==> src/rtl/alu_pkg.sv <==
// Shared types and constants for the ALU result stage: result-select encoding,
// default widths and the buffered entry record.
package alu_pkg;

    localparam int DW_DEF = 32;
    localparam int AW_DEF = 32;
    localparam int RW_DEF = 5;

    localparam logic [1:0] RES_SUM = 2'd0;
    localparam logic [1:0] RES_SLT = 2'd1;
    localparam logic [1:0] RES_BEQ = 2'd2;
    localparam logic [1:0] RES_BNE = 2'd3;

    // One result fully resolved at input accept; fault entries carry we=0.
    typedef struct packed {
        logic [DW_DEF-1:0] result;
        logic              we;
        logic [RW_DEF-1:0] rd;
        logic [AW_DEF-1:0] pc;
        logic              br_taken;
        logic              fault;
    } alu_entry_t;

endpackage

==> src/rtl/skid_buffer2.sv <==
// Two-entry valid/ready buffer (main + skid) of alu_entry_t. in_ready depends
// only on the registered skid occupancy; flush empties both entries.
module skid_buffer2
    import alu_pkg::*;
(
    input  logic       clk,
    input  logic       rst_n,
    input  logic       flush,
    input  logic       in_valid,
    output logic       in_ready,
    input  alu_entry_t in_data,
    output logic       out_valid,
    input  logic       out_ready,
    output alu_entry_t out_data
);

    alu_entry_t main_q;
    alu_entry_t skid_q;
    logic       main_vld;
    logic       skid_vld;
    logic       push;
    logic       pop;

    assign in_ready  = ~skid_vld;
    assign out_valid = main_vld;
    assign out_data  = main_q;
    assign push      = in_valid & ~skid_vld;
    assign pop       = main_vld & out_ready;

    always_ff @(posedge clk) begin
        if (!rst_n) begin
            main_q   <= '0;
            skid_q   <= '0;
            main_vld <= 1'b0;
            skid_vld <= 1'b0;
        end else if (flush) begin
            main_vld <= 1'b0;
            skid_vld <= 1'b0;
        end else begin
            case ({push, pop})
                2'b10: begin
                    if (!main_vld) begin
                        main_q   <= in_data;
                        main_vld <= 1'b1;
                    end else begin
                        skid_q   <= in_data;
                        skid_vld <= 1'b1;
                    end
                end
                2'b01: begin
                    main_q   <= skid_q;
                    main_vld <= skid_vld;
                    skid_vld <= 1'b0;
                end
                2'b11: begin
                    // Occupancy unchanged; the older skid entry moves up first.
                    if (skid_vld) begin
                        main_q <= skid_q;
                        skid_q <= in_data;
                    end else begin
                        main_q <= in_data;
                    end
                end
                default: ;
            endcase
        end
    end

endmodule

==> src/rtl/alu_result_stage.sv <==
// EX/MEM result stage: selects SUM/SLT/branch result, converts trapping overflow
// into a precise exception. Optional counters under ALU_RESULT_STAGE_STATS_EN.
module alu_result_stage
    import alu_pkg::*;
#(
    parameter int DW = DW_DEF,
    parameter int AW = AW_DEF,
    parameter int RW = RW_DEF
) (
    input  logic          clk,
    input  logic          rst_n,
    input  logic          in_valid,
    output logic          in_ready,
    input  logic [DW-1:0] in_s,
    input  logic          in_z,
    input  logic          in_v,
    input  logic          in_n,
    input  logic [1:0]    in_op,
    input  logic          in_trap,
    input  logic          in_we,
    input  logic [RW-1:0] in_rd,
    input  logic [AW-1:0] in_pc,
    output logic          out_valid,
    input  logic          out_ready,
    output logic [DW-1:0] out_result,
    output logic          out_we,
    output logic [RW-1:0] out_rd,
    output logic          out_br_taken,
    output logic          exc_valid,
    output logic [AW-1:0] exc_epc,
    input  logic          exc_ack
`ifdef ALU_RESULT_STAGE_STATS_EN
    ,
    output logic [15:0]   ovf_count,
    output logic [31:0]   retired_count
`endif
);

    typedef enum logic {IDLE, PENDING} state_t;

    state_t     state;
    alu_entry_t new_entry;
    alu_entry_t head;
    logic       buf_in_valid;
    logic       buf_out_valid;
    logic       buf_out_ready;
    logic       pending;
    logic       out_fire;
    logic       raise;

    assign pending = (state == PENDING);

    always_comb begin
        new_entry          = '0;
        new_entry.rd       = in_rd;
        new_entry.pc       = in_pc;
        new_entry.fault    = in_trap & in_v;
        new_entry.we       = in_we & ~(in_trap & in_v);
        new_entry.result   = in_s;
        new_entry.br_taken = 1'b0;
        case (in_op)
            RES_SLT: new_entry.result   = {{(DW-1){1'b0}}, in_n};
            RES_BEQ: new_entry.br_taken = in_z;
            RES_BNE: new_entry.br_taken = ~in_z;
            default: ;
        endcase
    end

    // While PENDING the buffer is empty, so in_ready stays 1 and beats are squashed.
    assign buf_in_valid  = in_valid & ~pending;
    assign buf_out_ready = out_ready & ~pending;

    skid_buffer2 u_buf (
        .clk       (clk),
        .rst_n     (rst_n),
        .flush     (raise),
        .in_valid  (buf_in_valid),
        .in_ready  (in_ready),
        .in_data   (new_entry),
        .out_valid (buf_out_valid),
        .out_ready (buf_out_ready),
        .out_data  (head)
    );

    assign out_valid    = buf_out_valid & ~pending;
    assign out_result   = head.result;
    assign out_we       = head.we;
    assign out_rd       = head.rd;
    assign out_br_taken = head.br_taken;

    assign out_fire = out_valid & out_ready;
    assign raise    = out_fire & head.fault;

    always_ff @(posedge clk) begin
        if (!rst_n) begin
            state     <= IDLE;
            exc_valid <= 1'b0;
            exc_epc   <= '0;
        end else begin
            exc_valid <= 1'b0;
            case (state)
                IDLE: begin
                    if (raise) begin
                        state     <= PENDING;
                        exc_valid <= 1'b1;
                        exc_epc   <= head.pc;
                    end
                end
                PENDING: begin
                    if (exc_ack) state <= IDLE;
                end
                default: state <= IDLE;
            endcase
        end
    end

`ifdef ALU_RESULT_STAGE_STATS_EN
    always_ff @(posedge clk) begin
        if (!rst_n) begin
            ovf_count     <= '0;
            retired_count <= '0;
        end else begin
            if (raise && ovf_count != 16'hFFFF) ovf_count <= ovf_count + 16'd1;
            if (out_fire && !head.fault)        retired_count <= retired_count + 32'd1;
        end
    end
`endif

endmodule

==> config.mk <==
export PLATFORM = sky130hd
export DESIGN_NAME = alu_result_stage
export DESIGN_NICKNAME = d
export VERILOG_FILES = /design/src/rtl/alu_pkg.sv /design/src/rtl/skid_buffer2.sv /design/src/rtl/alu_result_stage.sv
export SDC_FILE = /design/constraint.sdc
export NUM_CORES = 1
export LEC_CHECK = 0
export BUFFER_PORTS_ARGS = -buffer_cell sky130_fd_sc_hd__buf_2
export CAP_MARGIN = 20
export CELL_PAD_IN_SITES_DETAIL_PLACEMENT = 1
export CELL_PAD_IN_SITES_GLOBAL_PLACEMENT = 2
export CORE_MARGIN = 4
export CORE_UTILIZATION = 34
export CTS_BUF_LIST = sky130_fd_sc_hd__clkbuf_8
export CTS_CLUSTER_DIAMETER = 60
export DETAILED_ROUTE_END_ITERATION = 7
export GPL_ROUTABILITY_DRIVEN = 1
export PLACE_DENSITY = 0.79
export SLEW_MARGIN = 10
export SYNTH_ARGS = -nofsm -noshare
export SYNTH_HDL_FRONTEND = slang
export SYNTH_SLANG_ARGS = --single-unit
==> constraint.sdc <==
create_clock -name clk -period 1.9 [get_ports clk]
set_input_delay 0.095 -clock clk [delete_from_list [all_inputs] [get_ports clk]]
set_output_delay 0.095 -clock clk [all_outputs]
set_load 0.01 [all_outputs]
* Word level (Yosys, flattened, before mapping)
Cells that the tools add are included.
Word-level totals: flip-flop bits (word level) 180, latch bits 0, RAM bits 0, ROM bits 0, bits of input ports 81, output and inout port bits 74, logic and storage cells 64, memories kept 0
Operators by class: add/sub/neg operators 0, multiply operators 0, divide/modulo/power cells 0, $lt $le $gt $ge 0, equal/unequal tests 9, shifts and indexed selects 0, muxes and demuxes 14, bitwise gates (word level) 15, reduce and logical (&&, ||, !) cells 9
Operators with widths (number):
- $mux W72 | 4
- $pmux W72 S3 | 1
- $pmux W72 S2 | 1
- $mux W32 | 1
- $and A1 B1 Y1 | 9
- $eq A2 B2 Y1 const B | 4
- $pmux W1 S2 | 4
- $not A1 Y1 | 6
- $eq A2 B1 Y1 const B | 2
- $ne A2 B1 Y1 const B | 2
- $reduce_and A2 Y1 | 2
- $reduce_and A4 Y1 | 1
- $reduce_bool A2 Y1 | 2
- $reduce_or A2 Y1 | 2
- $mux W1 | 3
- $reduce_and A3 Y1 | 1
- $reduce_bool A3 Y1 | 1
- $ne A2 B2 Y1 const B | 1

* Logic depth before layout (Yosys ltp)
Gate-level depths: netlist of run 1.
depth in word-level cells 6, gate-level depth with buffers 7, gate-level depth less buffers 4

* By module
A second synthesis of run 1 with hierarchy kept.
Second synthesis, totals: cells, all modules 971, area, all modules 8109.0 um2
By module, submodules not included:
- skid_buffer2 | times used 1, cells each 783, area each 6468.7 um2, seq. area each 2922.8 um2
- alu_result_stage | times used 1, cells each 188, area each 1640.3 um2, seq. area each 680.7 um2

* Worst setup path before layout of run 1
No wires, ideal clock.
path kind reg2reg, start reg u_buf.skid_vld, end reg u_buf.skid_q[51] in the netlist's numbering, arrival time 1.395 ns, required time 1.782 ns, path slack 0.386 ns, cell stages (with the launch flop) 8, buffers on the path 3, clock period less this slack 1.514 ns, path through dfxtp_1 or2b_1 buf_6 or3_1 buf_2 buf_6 nand2_1 a21boi_2
Between the ends: longest elaborated chain between the ends 5, elaborated cells between the ends (all ways) 9
RTL lines:
- start: declaration | RTL line skid_buffer2.sv:20 | logic skid_vld;
- start signal: assignment | RTL line skid_buffer2.sv:35 | skid_vld <= 1'b0;
- start signal: assignment | RTL line skid_buffer2.sv:38 | skid_vld <= 1'b0;
- start signal: assignment | RTL line skid_buffer2.sv:47 | skid_vld <= 1'b1;
- $not A1 Y1 | RTL line skid_buffer2.sv:27 | assign push = in_valid & ~skid_vld;
- $and A1 B1 Y1 | RTL line skid_buffer2.sv:27
- $eq A2 B2 Y1 | RTL line skid_buffer2.sv:40 | case ({push, pop})
- $ne A2 B1 Y1 (no source line) / $reduce_bool A2 Y1 (equally long branches)
- $reduce_and A4 Y1 (no source line)
- end signal: assignment | RTL line skid_buffer2.sv:46 | skid_q <= in_data;
- end signal: assignment | RTL line skid_buffer2.sv:59 | skid_q <= in_data;
- end: declaration | RTL line skid_buffer2.sv:18 | alu_entry_t skid_q;
Several ways; a longest one is shown, not always the timed one. A chain may end at the register's enable or synchronous reset.

* Worst setup path in the final report of run 1
start reg u_buf.main_vld (netlist: u_buf.out_valid), end reg u_buf.main_q (netlist bit u_buf.out_data[25])
Between the ends: longest elaborated chain between the ends 5, elaborated cells between the ends (all ways) 12
RTL lines:
- start: declaration | RTL line skid_buffer2.sv:19 | logic main_vld;
- start signal: assignment | RTL line skid_buffer2.sv:52 | main_vld <= skid_vld;
- parallel branches: the longest is 5 deep, another holds $reduce_and A3 Y1
- end signal: assignment | RTL line skid_buffer2.sv:51 | main_q <= skid_q;
- end signal: assignment | RTL line skid_buffer2.sv:58 | main_q <= skid_q;
- end signal: assignment | RTL line skid_buffer2.sv:61 | main_q <= in_data;
- end: declaration | RTL line skid_buffer2.sv:17 | alu_entry_t main_q;
Several ways; the timed one is not identified.

==> results of run 1 <==
==> through the flow <==
step                instance area [um^2]  std cells  setup slack (ns)  hold slack (ns)
floorplan                           7520        851             0.386            0.196
global placement                    8270       1204             0.229            0.292
detailed placement                  8270       1204             0.177            0.285
CTS                                 9290       1299             0.150          0.00153
global route                        9290       1299           0.00880           0.0106
finish                              9290       1299             0.181           0.0394
==> metal layers <==
layer / part of all wire, % / up-vias
met1: 47 / 3029
met5: 0 / -
met2: 48 / 101
met4: 1.2 / 0
met3: 3.2 / 17
li1: - / 3163
==> where the power goes <==
part / internal, mW / switching [mW]
combinational: 0.481 / 0.576
sequential: 3.98 / 0.108
clock: 1.18 / 1.47
total: 5.65 / 2.15
==> state kept, by name (all words and copies together), names as in the netlist <==
name and cells:
u_buf.skid_q 72, exc_valid 1, exc_epc 32, pending 1
u_buf.out_valid 1, u_buf.out_data 72, u_buf.skid_vld 1
==> worst max path at each step <==
stage | start | end | slack, ns
after CTS | u_buf.out_valid | u_buf.out_data[20] | 0.15
after detailed placement | u_buf.out_valid | u_buf.out_data[27] | 0.18
after global routing | u_buf.out_valid | u_buf.out_data[26] | 0.009
after global placement | u_buf.out_valid | u_buf.out_data[25] | 0.23
final | u_buf.out_valid | u_buf.out_data[25] | 0.18
after floorplan | u_buf.skid_vld | u_buf.skid_q[51] | 0.39
==> cell type report <==
type	count	area (um^2)
Clock buffer	17	234
Timing Repair Buffer	243	1730
Clock inverter	15	154
Tap cell	280	350
Sequential cell	180	3600
Inverter	2	7.51
Fill cell	2574	12500
Multi-Input combinational cell	562	3210
==> worst register-to-register path, cell delays in order, from the launching register on <==
cell	delay [ns]
dfxtp_1	0.36
or3b_1	0.43
a21oi_4	0.26
buf_4	0.33
o21ai_0	0.13
a31oi_1	0.14
==> cells by family after synthesis <==
| logic type | share of synthesized area (%) |
|---|---|
| mux | 4.26 |
| compound gates | 22.3 |
| simple gates | 15.8 |
| flops | 47.9 |
| buf+inv | 9.66 |
| xor+xnor | 0.116 |
==> cell usage in the layout, fill, tap and decap left out, types with 2 or more instances in the layout <==
| cell type | instances |
|---|---|
| nor2_1 | 2 |
| inv_6 | 5 |
| a21boi_2 | 8 |
| buf_12 | 10 |
| buf_4 | 16 |
| nand2_1 | 216 |
| clkinvlp_4 | 2 |
| inv_1 | 3 |
| o21ai_0 | 70 |
| dlygate4sd3_1 | 63 |
| a21oi_1 | 34 |
| clkbuf_8 | 17 |
| nand2b_1 | 3 |
| bufinv_16 | 2 |
| dfxtp_1 | 180 |
| nand2_2 | 8 |
| a21boi_1 | 63 |
| clkinv_2 | 4 |
| a31oi_1 | 39 |
| and2_1 | 31 |
| a22o_1 | 32 |
| buf_2 | 153 |
| nand3_1 | 5 |
| mux2i_1 | 32 |
==> timing repair <==
action                                  4_1_cts  5_1_grt
resized for setup                             0        1
endpoints found under the setup margin        0        1
endpoints found under the hold margin       102        0
hold buffers                                 63        0
==> impl_metrics.csv, run 1 <==
group,metric,value,unit
logic_synthesis,yosysSeqAreaShare,47.9,%
pwr,power.total,7.79,mW
timing,tightest_slew,0.563,ns
global_route,busiest_layer,"met2",
setup_path,path_buf_inv,1,
setup_path,critical_path.max_fanout,30,
global_route,grt_overflow,0,
job,cap_viol_max_count,0,
logic_synthesis,syn_inst,851,
finish,drive_gt1_share,22.9,%
timing,hold_violations,0,
clocking,root_buffer,"clkbuf_8",
routing,wl_per_cell,15.8,um
setup_path,slowest_delay,0.43,ns
routing,drt_pass1_iterations,4,
logic_synthesis,synth_most_common_cell,"nand2_1",
logic_synthesis,yosysTopAreaCellShare,47.9,%
die,fp.dieW,157,um
pwr,ir_worst_vdd,0.000381,V
logic_synthesis,synthArstFlopShare,0,%
timing,drv_slew,0,
logic_synthesis,ys_seq_elements,180,
global_route,grt_use_met3,3.43,%
setup_path,crit_family,"compound AO/OA/AOI/OAI gates",
finish,nNetsFinal,1087,
min_path,holdPathStages,4,
clocking,clock_sinks,180,
routing,finalWirelength,20500,um
setup_path,critPathArrivalTime,2.10,ns
timing,fin_crit_sh,90.5,%
min_path,holdCritStartpoint,"in_s[1]",
setup_path,rr_worst_depth,5,
setup_path,crit_chain,"or3b_1, a21oi_4, buf_4, o21ai_0, a31oi_1",
global_route,first_global_vias,6489,
clocking,clk_latency,0.46,ns
global_route,track_usage,17.2,%
routing,via_per_inst,4.86,
routing,vias,6310,
min_path,min_path_type,"primary input to flip-flop",
logic_synthesis,synth_area_leaders,"dfxtp_1 48%, nand2_1 11%, a21boi_1 6.3%",
timing,fmax,582,MHz
pwr,power_density,839,nW/um^2
timing,skew,0.0112,ns
setup_path,cp.required,2.28,ns
logic_synthesis,synth_fp_nets,932,
logic_synthesis,synth-main-ff-cell,"dfxtp_1",
logic_synthesis,syn_avg_cell_area,8.84,um^2
setup_path,rr_endpoint,"u_buf.out_data[25]",
placement,hpwl,13300,um
timing,rsz0062_at_grt,"no",
clocking,numCtsBuffers,17,
min_path,holdPathEnd,"u_buf.skid_q[41]",
setup_path,cpMaxStageDelayCell,"or3b_1",
placement,port_buffers,154,
global_route,grt_use_met1,22.3,%
clocking,cts_tree,"yes",
global_route,grtUsageMet2,29.3,%
setup_path,cp-end-kind,"flip-flop",
routing,drc,0,
setup_path,cp_num_cells,5,
finish,n_antenna_cell,0,
clocking,cts.clk_slew.worst_paths,0.10,ns
timing,finalSetupTns,0,ns
logic_synthesis,yosysWarnings,0,
routing,drt_iter0_markers,249,
clocking,htreeDepth,4,
placement,gp_congestion,0.700,
setup_path,crit-reg2reg-launch,"u_buf.out_valid",
die,ioPinCount,155,
global_route,antenna_found_initial,0,
logic_synthesis,synthTopCellsByCount,"216 x nand2_1, 180 x dfxtp_1, 70 x o21ai_0, 63 x a21boi_1, 47 x buf_4",
setup_path,worst-setup-path-type,"flip-flop to flip-flop",
timing,min_period,1.72,ns
timing,setup_violations,0,
global_route,grt_pass1_wl,33900,um
die,coreArea,21800,um^2
pwr,p_leak,4.02,nW
timing,relSlewSlack,62.4,%
clocking,post_cts_buffers,0,
finish,area_growth,23.5,%
setup_path,ff2ff_setup_slack,0.18,ns
finish,final_core_util,42.6,%
logic_synthesis,syn_area,7520,um^2
logic_synthesis,ys_types,37,
die,die_area,24600,um^2
routing,ant_nets,0,
setup_path,start_kind,"flip-flop",
die,initial_core_util,34.5,%
logic_synthesis,synth_top_cell_by_area,"dfxtp_1",
die,dieHeight,157,um
outcome,status,"completed",
clocking,ctsLongestPathBuffers,2,
global_route,grt_max_degree,65,
die,rows,54,
logic_synthesis,synth-edff-count,0,
Note: power is estimated with default switching activity, not from simulation.
==> run 2, diff against run 1 <==
--- a/config.mk
+++ b/config.mk
@@ -9,6 +9,7 @@
 export CAP_MARGIN = 20
 export CELL_PAD_IN_SITES_DETAIL_PLACEMENT = 1
 export CELL_PAD_IN_SITES_GLOBAL_PLACEMENT = 2
+export CORE_ASPECT_RATIO = 2
 export CORE_MARGIN = 4
 export CORE_UTILIZATION = 34
 export CTS_BUF_LIST = sky130_fd_sc_hd__clkbuf_8
==> run 2 against run 1 <==
  * Critical path depth unchanged
  * Power up 0.37%
  * Worst setup slack worse by 0.041 ns
  * Cell count unchanged
  * Sequential cell count unchanged
  * Clock-buffer cell count up 1
  * Global-route usage up 0.72 points
  * Die area up 0.59%
  * Critical path type unchanged
==> impl_metrics.csv, run 2 (synthesis results as in run 1) <==
group,metric,value,unit
timing,tightest_slew,0.440,ns
timing,fin_crit_sh,92.6,%
finish,nNetsFinal,1093,
setup_path,critPathArrivalTime,2.16,ns
finish,regArea,3600,um^2
routing,drt_pass1_iterations,4,
die,dieHeight,218,um
placement,hpwl,13300,um
clocking,cts.clk_slew.worst_paths,0.09,ns
clocking,root_buffer,"clkbuf_8",
setup_path,start_kind,"flip-flop",
routing,drt_iter0_markers,201,
timing,min_period,1.76,ns
routing,ant_nets,0,
pwr,power_density,833,nW/um^2
global_route,grt_overflow,0,
job,cap_viol_max_count,0,
outcome,status,"completed",
routing,finalWirelength,21800,um
finish,postLayoutCellArea,9390,um^2
timing,drv_slew,0,
pwr,power.total,7.82,mW
global_route,first_global_vias,6739,
clocking,ctsLongestPathBuffers,2,
finish,fillers,2594,
setup_path,slowest_delay,0.43,ns
finish,drive_gt1_share,21.9,%
routing,via_per_inst,4.95,
die,rows,76,
placement,gp_congestion,0.690,
timing,finalSetupTns,0,ns
timing,hold_ws,0.0602,ns
timing,hold_violations,0,
pwr,ir_worst_vdd,0.000494,V
finish,mostFrequentLayoutCell,"nand2_1",
setup_path,cp.required,2.30,ns
finish,final_cell_mix,"216 x nand2_1, 179 x dfxtp_1, 153 x buf_2, 78 x dlygate4sd3_1, 70 x o21ai_0",
finish,layout.cells.non_filler,1299,
finish,multiInputGateArea,3210,um^2
timing,setup_violations,0,
die,ioPinCount,155,
clocking,clk_latency,0.50,ns
placement,port_buffers,154,
setup_path,cpMaxStageDelayCell,"or3b_1",
min_path,min_path_type,"primary input to flip-flop",
timing,rsz0062_at_grt,"no",
global_route,grt_max_degree,107,
timing,skew,0.0110,ns
die,fp.dieW,113,um
setup_path,crit_chain,"or3b_1, a21oi_4, buf_12, nor2_1, a41o_1",
clocking,numCtsBuffers,17,
setup_path,critical_path.max_fanout,59,
timing,relSlewSlack,70.7,%
placement,placed_cell_area,8200,um^2
die,coreArea,21700,um^2
pwr,p_leak,4.05,nW
placement,dp_cells,1187,
finish,area_growth,24.9,%
die,die_area,24700,um^2
clocking,post_cts_buffers,0,
routing,drc,0,
setup_path,cp-end-kind,"flip-flop",
setup_path,worst-setup-path-type,"flip-flop to flip-flop",
global_route,grt_pass1_wl,34900,um
die,initial_core_util,34.7,%
global_route,track_usage,17.9,%
global_route,antenna_found_initial,0,
clocking,clock_sinks,180,
clocking,htreeDepth,4,
routing,wl_per_cell,16.8,um
timing,fmax,568,MHz
routing,vias,6428,
clocking,cts_tree,"yes",
## run 2: final cells by class
cell class	count	area share [%]
Sequential cell	180	38.4
Multi-Input combinational cell	562	34.2
Timing Repair Buffer	249	19.6
Tap cell	273	3.64
Clock buffer	18	2.64
Clock inverter	14	1.47
Inverter	2	0.0799
Antenna cell	1	0.0266
## run 2: report_power, final
part           internal, mW  switching (mW)  leakage (nW)
Sequential             3.98           0.107          1.47
Clock                  1.19            1.44         0.202
Combinational         0.498           0.604          2.38
Total                  5.67            2.15          4.05
## run 2: per-stage QoR
step	setup WS (ns)	utilization, %
2_1_floorplan	0.386	-
3_3_place_gp	0.178	37.8
3_5_place_dp	0.134	37.8
4_1_cts	0.108	43.2
5_1_grt	0.0206	43.3
6_report	0.140	43.3
## run 2: repair_timing
| action | CTS | global route |
|---|---|---|
| resized for setup | 0 | 1 |
| hold endpoints to repair | 122 | 0 |
| endpoints found under the setup margin | 0 | 6 |
| hold buffers | 78 | 0 |
## run 2: metal layers
metal / part of all wire [%] / wire length (um) / vias up / GRT usage (%)
li1: - / - / 3178 / -
met1: 41 / 8940 / 3107 / 20.0
met2: 54 / 11700 / 117 / 32.8
met4: 2.3 / 506 / 0 / 7.82
met5: 0 / 0 / - / 0
met3: 2.9 / 641 / 26 / 3.05
## run 2: path summary, 6_finish.rpt
kind | startpoint | endpoint | slack [ns] | cells after the start
setup reg to reg | u_buf.out_valid | u_buf.out_data[40] | 0.14 | 5
hold reg to reg | u_buf.skid_q[7] | u_buf.skid_q[7] | 0.46 | 2
hold / removal | rst_n | u_buf.skid_q[40] | 0.06 | 2
setup / recovery | u_buf.out_valid | u_buf.out_data[40] | 0.14 | 5
## run 2: critical path, delay by kind of cell, from the launching register on
family	cells	cell delay, ns
flops	1	0.36
buf+inv	1	0.28
simple gates	2	0.52
compound gates	2	0.49
==> run 3, diff against run 2 <==
--- a/config.mk
+++ b/config.mk
@@ -5,18 +5,18 @@
 export SDC_FILE = /design/constraint.sdc
 export NUM_CORES = 1
 export LEC_CHECK = 0
-export BUFFER_PORTS_ARGS = -buffer_cell sky130_fd_sc_hd__buf_2
 export CAP_MARGIN = 20
 export CELL_PAD_IN_SITES_DETAIL_PLACEMENT = 1
 export CELL_PAD_IN_SITES_GLOBAL_PLACEMENT = 2
 export CORE_ASPECT_RATIO = 2
 export CORE_MARGIN = 4
-export CORE_UTILIZATION = 34
+export CORE_UTILIZATION = 39
 export CTS_BUF_LIST = sky130_fd_sc_hd__clkbuf_8
 export CTS_CLUSTER_DIAMETER = 60
 export DETAILED_ROUTE_END_ITERATION = 7
+export DONT_BUFFER_PORTS = 1
 export GPL_ROUTABILITY_DRIVEN = 1
-export PLACE_DENSITY = 0.79
+export PLACE_DENSITY = 0.78
 export SLEW_MARGIN = 10
 export SYNTH_ARGS = -nofsm -noshare
 export SYNTH_HDL_FRONTEND = slang
==> run 3 against run 2 <==
  * Sequential share of layout area up 5.3 points
  * Largest power group unchanged
  * The flow now finishes with violations (hold timing)
  * Register-to-register slack worse by 0.02 ns
  * Hold slack worse by 0.28 ns
  * Clock power down 5%
  * First-iteration DRC count up 10%
  * Sequential power up 2%
  * Global-route usage up 0.84 points
  * Highest routed layer unchanged
  * Combinational power down 31%
  * Final area down 12%
  * Critical endpoint is now u_buf.skid_vld
  * Power down 5.2%
  * Via count down 11%
==> impl_metrics.csv, run 3 (synthesis results as in run 1) <==
group,metric,value,unit
finish,final_cell_mix,"216 x nand2_1, 180 x dfxtp_1, 70 x o21ai_0, 63 x a21boi_1, 45 x dlygate4sd3_1",
placement,port_buffers,0,
clocking,htreeDepth,4,
clocking,root_buffer,"clkbuf_8",
timing,skew,0.0126,ns
pwr,p_sw,2.01,mW
pwr,p_int,5.41,mW
global_route,grt_max_degree,151,
timing,drv_slew,0,
die,coreArea,18900,um^2
timing,hold_ws,-0.222,ns
pwr,power_density,900,nW/um^2
clocking,ctsLongestPathBuffers,2,
global_route,first_global_vias,6190,
finish,drive_gt1_share,8.37,%
pwr,clkPwrFrac,33.7,%
setup_path,rr_worst_depth,5,
setup_path,worst-setup-path-type,"flip-flop to flip-flop",
outcome,violations,"hold timing",
routing,drt_iter0_markers,221,
routing,via_per_inst,5.26,
routing,vias,5747,
placement,placed_cell_area,7410,um^2
pwr,power.total,7.42,mW
job,cap_viol_max_count,0,
die,die_area,21700,um^2
setup_path,start_kind,"flip-flop",
setup_path,startpoint,"pending",
routing,wl_per_cell,18.2,um
setup_path,crit-reg2reg-launch,"pending",
die,dieHeight,204,um
clocking,clock_sinks,180,
timing,hold_violations,122,
routing,finalWirelength,19800,um
placement,dp_slack,0.0453,ns
setup_path,cp-end-kind,"flip-flop",
clocking,numCtsBuffers,17,
timing,tightest_slew,0.369,ns
placement,hpwl,12900,um
clocking,cts_hold_buf,45,
routing,wl_met2,10900,um
pwr,ir_worst_vdd,0.000416,V
die,ioPinCount,155,
finish,mostFrequentLayoutCell,"nand2_1",
timing,relSlewSlack,75.4,%
die,initial_core_util,39.8,%
routing,wl_met3,803,um
clocking,cts.clk_slew.worst_paths,0.09,ns
outcome,status,"finished with violations",
timing,fmax,562,MHz
pwr,swShare,27.1,%
routing,ant_nets,0,
setup_path,critPathArrivalTime,2.11,ns
global_route,antenna_found_initial,0,
setup_path,cpMaxStageDelayCell,"dlygate4sd3_1",
timing,finalSetupTns,0,ns
finish,area_growth,9.60,%
routing,drt_pass1_iterations,4,
global_route,track_usage,18.7,%
finish,nNetsFinal,905,
setup_path,cp.required,2.23,ns
min_path,min_path_type,"primary input to flip-flop",
timing,setup_violations,0,
clocking,cts_tree,"yes",
setup_path,critical_path.max_fanout,5,
finish,final_core_util,43.6,%
routing,drc,0,
pwr,p_leak,3.18,nW
clocking,clk_latency,0.45,ns
timing,rsz0062_at_grt,"no",
setup_path,slowest_delay,0.56,ns
placement,gp_congestion,0.776,
global_route,grt_pass1_wl,32300,um
routing,top_layer,"met4",
pwr,seqPwrFrac,56.0,%
die,rows,71,
global_route,grt_overflow,0,
min_path,holdCritStartpoint,"rst_n",
setup_path,crit_chain,"nand2b_1, inv_1, a21oi_1, nor3b_1, dlygate4sd3_1",
timing,min_period,1.78,ns
min_path,holdPathStages,2,
finish,fillers,2190,
timing,fin_crit_sh,93.7,%
pwr,combinationalPowerShare,10.2,%
finish,postLayoutCellArea,8240,um^2
routing,drt-met1-wl,7750,um
timing,finalWorstSetupSlack,0.120,ns
die,fp.dieW,106,um
-- run 3: final cells by class --
type                       count  area [um^2]  area share, %
antenna                        1         2.50         0.0304
clock buffer                  19          262           3.17
clock inverter                12          109           1.32
inverter                       2         7.51         0.0911
multi-input combinational    562         3220           39.0
sequential                   180         3600           43.7
tap                          255          319           3.87
timing repair buffer          61          724           8.79
-- run 3: worst paths after layout --
path,to,slack [ns]
setup reg to reg,u_buf.skid_vld,0.12
hold / removal,u_buf.out_data[13],-0.22
setup / recovery,u_buf.skid_vld,0.12
hold reg to reg,u_buf.skid_q[32],0.46
-- run 3: layer usage --
layer  GRT usage (%)  up-vias
met5               0        -
met4            7.69        0
met3            4.27       21
met2            35.4      113
met1            19.5     2811
li1                -     2802
-- run 3: what timing repair did --
action	4_1_cts	5_1_grt
endpoints found under the setup margin	0	62
buffers inserted	0	0
resized for setup	0	3
hold endpoints to repair	147	144
-- run 3: worst max-delay path, delay by kind of cell (launching register included) --
family,cells,cell delay [ns]
buf+inv,2,0.72
flops,1,0.44
simple gates,2,0.30
compound gates,1,0.22
-- run 3: through the flow --
stage,hold slack (ns),cells
2_1_floorplan,0.196,851
3_3_place_gp,0.206,1015
3_5_place_dp,0.219,1015
4_1_cts,-0.266,1091
5_1_grt,-0.250,1091
6_report,-0.222,1092
-- run 3: power groups by stage --
stage	registers (mW)	clock network (mW)	logic, mW
after floorplan	4.14	0	0.723
after global placement	4.24	0	0.642
after detailed placement	4.25	0	0.674
after CTS	4.16	2.62	0.770
after global routing	4.19	2.76	0.852
final	4.16	2.50	0.759
